**config.mk**
```make
export PLATFORM = sky130hd
export DESIGN_NAME = agc_pwm_dac
export DESIGN_NICKNAME = d
export VERILOG_FILES = /design/src/rtl/agc_pwm_dac.sv
export SDC_FILE = /design/constraint.sdc
export NUM_CORES = 1
export LEC_CHECK = 0
export CAP_MARGIN = 20
export CORE_UTILIZATION = 35
export DETAILED_ROUTE_END_ITERATION = 8
export MAX_ROUTING_LAYER = met4
export PLACE_DENSITY = 0.66
export SYNTH_ARGS = -nofsm -noshare
export SYNTH_HDL_FRONTEND = slang
export SYNTH_SLANG_ARGS = --single-unit
```
**constraint.sdc**
```tcl
create_clock -name clk -period 4.6 [get_ports clk]
set_input_delay 0.69 -clock clk [delete_from_list [all_inputs] [get_ports clk]]
set_output_delay 0.69 -clock clk [all_outputs]
set_load 0.01 [all_outputs]
```
**src/rtl/agc_pwm_dac.sv**
```systemverilog
// PWM output stage for the AGC path: a one-deep shadow buffer feeds a frame-synchronous duty
// register, so duty changes only at frame boundaries. Accepted clipping samples are flagged and counted.
module agc_pwm_dac #(
    parameter int WIDTH    = 8,
    parameter int PRESCALE = 1,
    parameter int CLIP_HI  = 250,
    parameter int CLIP_LO  = 5
) (
    input  logic             clk,
    input  logic             reset,
    input  logic [WIDTH-1:0] sample_in,
    input  logic             sample_valid,
    output logic             sample_ready,
    output logic             pwm_out,
    output logic             frame_start,
    output logic             clip_flag,
    output logic [7:0]       clip_count,
    input  logic             clip_clear
);

    localparam int               PW         = (PRESCALE > 1) ? $clog2(PRESCALE) : 1;
    localparam logic [PW-1:0]    PRESC_LAST = PW'(PRESCALE - 1);
    localparam logic [WIDTH-1:0] CNT_LAST   = '1;
    localparam logic [WIDTH-1:0] CLIP_HI_V  = WIDTH'(CLIP_HI);
    localparam logic [WIDTH-1:0] CLIP_LO_V  = WIDTH'(CLIP_LO);

    logic [PW-1:0]    presc;
    logic [WIDTH-1:0] cnt;
    logic [WIDTH-1:0] duty;
    logic [WIDTH-1:0] shadow;
    logic             pending;

    logic tick;
    logic wrap;
    logic accept;
    logic clip_evt;

    assign tick         = (presc == PRESC_LAST);
    assign wrap         = tick && (cnt == CNT_LAST);
    // The wrap cycle frees the shadow slot, so a stalled sample can be taken in that same cycle.
    assign sample_ready = !pending || wrap;
    assign accept       = sample_valid && sample_ready;
    assign clip_evt     = accept && ((sample_in >= CLIP_HI_V) || (sample_in <= CLIP_LO_V));

    // NOTE: state registers use non-blocking assignments so every process sees pre-edge values.
    always_ff @(posedge clk) begin
        if (reset) begin
            presc       <= '0;
            cnt         <= '0;
            duty        <= '0;
            shadow      <= '0;
            pending     <= 1'b0;
            pwm_out     <= 1'b0;
            frame_start <= 1'b0;
        end else begin
            if (tick) begin
                presc <= '0;
                cnt   <= cnt + WIDTH'(1);
            end else begin
                presc <= presc + PW'(1);
            end

            if (wrap && pending) begin
                duty <= shadow;
            end

            if (accept) begin
                shadow  <= sample_in;
                pending <= 1'b1;
            end else if (wrap) begin
                pending <= 1'b0;
            end

            pwm_out     <= (cnt < duty);
            frame_start <= wrap;
        end
    end

    // Clear takes priority, then a same-cycle clipping sample is counted from zero.
    always_ff @(posedge clk) begin
        if (reset) begin
            clip_flag  <= 1'b0;
            clip_count <= '0;
        end else if (clip_clear) begin
            clip_flag  <= clip_evt;
            clip_count <= clip_evt ? 8'd1 : 8'd0;
        end else if (clip_evt) begin
            clip_flag <= 1'b1;
            if (clip_count != 8'hFF) begin
                clip_count <= clip_count + 8'd1;
            end
        end
    end

endmodule

```
==> flow_summary.yaml <==
outcome:
  run_status: "finished, final reports clean"
timing:
  worst_slack_ns: 1.84
  tns_ns: 0
  final.min_clock_period_ns: 2.76
  rsz0062_at_grt: "false"
  finalSetupViolCount: 0
  finalCritPeriodShare_pct: 60.0
  skew_ns: 0.00794
  maxSlewViolCount: 0
  clock.fmax_mhz: 362
  hold_viol_final: 0
  timing.hold.ws_ns: 0.455
route:
  ant_nets: 0
  drt_iter0_drc: 48
  drc: 0
  drtPass1Iterations: 4
  via_per_inst: 5.13
  vias: 1370
  routed_wl_um: 3390
  wl_per_cell_um: 12.7
floorplan:
  ioPinCount: 24
  start_util_pct: 37.6
  die-width_um: 71.6
  rows: 24
  die-area_mm2: 0.00512
  fp.dieH_um: 71.6
  core_area_mm2: 0.00450
power_and_ir_drop:
  max-vdd-ir-drop_v: 0.000131
  p_leak_nw: 0.805
  power_density_mw_per_mm2: 296
worst_setup_path:
  crit_required_ns: 3.91
  reg2regPathDepth: 6
  end_kind: "output port"
  cp-endpoint: "sample_ready"
  start_kind: "flip-flop"
  rr_endpoint: "clip_count[5]"
  crit_path_max_fanout: 14
  rrSetupSlack_ns: 2.34
  crit_start: "cnt[0]"
  rr_startpoint: "cnt[0]"
  crit_type: "flip-flop to output port"
  crit_arrival_ns: 2.07
placed_design:
  dpl_worst_slack_ns: 1.96
  place_area_mm2: 0.00196
  dp_hpwl_um: 2450
  gp_congestion: 0.749
  port_buffers: 23
finish:
  multi_input_area_um2: 886
  diodes: 0
  layout-drive-gt1-share_pct: 6.05
  postLayoutCellArea_mm2: 0.00205
  layout_commonest_cell: "dfxtp_1"
  nFillCells: 447
  nNetsFinal: 236
  area_delta_synth_final_pct: 21.0
  seqCellArea_um2: 741
  final_cell_mix: "37 x dfxtp_1, 23 x clkdlybuf4s50_1, 21 x a21oi_1"
clocking:
  cts_resized: 0
  cts_hold_buf: 0
  tritoncts: "done"
  clk_pin_slew_worst_paths_ns: 0.07
  clock-root-buffer: "clkbuf_8"
  numCtsBuffers: 5
  cts_setup_buffers: 0
  cts.path.max_buffers: 2
  clkLatencyLatePin_ns: 0.29
  htreeDepth: 2
  cts_num_sinks: 37
logic_synthesis:
  syn_avg_cell_area_um2: 8.87
  yosysWarnings: 0
  synth.cell_area_mm2: 0.00169
  ys_seq_area_share_pct: 43.7
  synth_nets: 212
  ys_seq_elements: 37
  synth.distinct_cells: 38
  netlist_instances: 191
global_route:
  grt_pass1_vias: 1269
  antenna_found_initial: 0
  grt_max_degree: 32
  grt_use_total_pct: 14.9
  grt_pass1_wl_um: 5730
  gr-total-overflow: 0
min_path:
  hp-class: "flip-flop to flip-flop"
flow_run:
  cap_violations: 0
[per-layer routing]
layer / routed length [um] / vias up / part of all wire, % / global-route usage [%]
met4: 55 / 0 / 1.6 / 5.88
met1: 1640 / 619 / 48 / 18.0
met2: 1540 / 28 / 45 / 23.6
met5: 0 / - / 0 / -
met3: 161 / 7 / 4.7 / 4.08
li1: - / 716 / - / -
[how the worst min path moves through the flow]
stage	slack [ns]	cells after the start	startpoint	end
after CTS	0.46	2	shadow[5]	shadow[5]
after detailed placement	0.45	2	shadow[5]	shadow[5]
after floorplan	0.44	2	shadow[0]	shadow[0]
after global placement	0.45	2	shadow[7]	shadow[7]
final	0.46	2	shadow[6]	shadow[6]
after global routing	0.48	2	shadow[0]	shadow[0]
[synthesized netlist by cell type, drive strengths merged]
| cell type | number | area share, % |
|---|---|---|
| dfxtp | 37 | 44 |
| nand2 | 17 | 3.8 |
| xnor2 | 1 | 0.52 |
| and4 | 1 | 0.52 |
| nor2 | 17 | 3.8 |
| nand3b | 1 | 0.44 |
| and2 | 1 | 0.37 |
| or3 | 7 | 2.6 |
| ha | 9 | 6.6 |
| or4 | 1 | 0.44 |
| o21ai | 9 | 3.3 |
| nand4b | 2 | 1.4 |
| nor4 | 3 | 1.1 |
| a21o | 2 | 0.89 |
| nand4 | 5 | 3.1 |
| conb | 1 | 0.22 |
| nor2b | 1 | 0.37 |
| a2bb2o | 1 | 0.59 |
| nand2b | 2 | 0.74 |
| clkbuf | 4 | 0.89 |
| nor3 | 3 | 0.89 |
| buf | 3 | 1.1 |
| mux2i | 10 | 5.9 |
| and3 | 2 | 0.74 |
| nand3 | 11 | 3.2 |
| xor2 | 4 | 2.1 |
| a21oi | 21 | 6.2 |
| o21a | 1 | 0.44 |
| a211oi | 1 | 0.44 |
| a31oi | 1 | 0.37 |
| o31ai | 1 | 0.44 |
| inv | 9 | 2.0 |
| or2 | 2 | 0.74 |
[power by group]
part	switching, mW	internal, mW	leakage [nW]
Combinational	0.0224	0.0219	0.460
Clock	0.110	0.119	0.0443
Sequential	0.00542	0.328	0.300
[stage by stage]
stage	cells	power, mW	util [%]
detailed placement	260	0.385	43.6
floorplan	191	0.365	-
global placement	260	0.385	43.6
finish	267	0.606	45.5
global route	267	0.631	45.5
CTS	267	0.612	45.5
[critical path, cell delays in order (launching register included)]
cell	delay, ns
dfxtp_1	0.40
ha_1	0.20
nand4b_2	0.17
o21ai_4	0.39
clkdlybuf4s50_1	0.62
[area by class of cell]
| type | count | share of cell area, % |
|---|---|---|
| Clock buffer | 7 | 4.21 |
| Inverter | 9 | 1.65 |
| Multi-Input combinational cell | 138 | 43.2 |
| Sequential cell | 37 | 36.1 |
| Tap cell | 52 | 3.17 |
| Timing Repair Buffer | 24 | 11.6 |
[state kept, by name, summed over array words and instances (netlist names)]
name	cells
frame_start	1
presc	1
cnt	8
pending	1
pwm_out	1
clip_count	8
duty	8
shadow	8
clip_flag	1
[cells by family (layout without fill, tap and decap cells)]
family,Yosys count,in the layout,share of synthesized area (%)
mux,10,10,5.91
buf+inv,16,40,3.99
simple gates,76,76,24.2
flops,37,37,43.7
other cells,1,1,0.221
fa+ha+maj,9,9,6.65
compound gates,37,37,12.7
xor+xnor,5,5,2.58
Power figures use the tool's default switching activity.
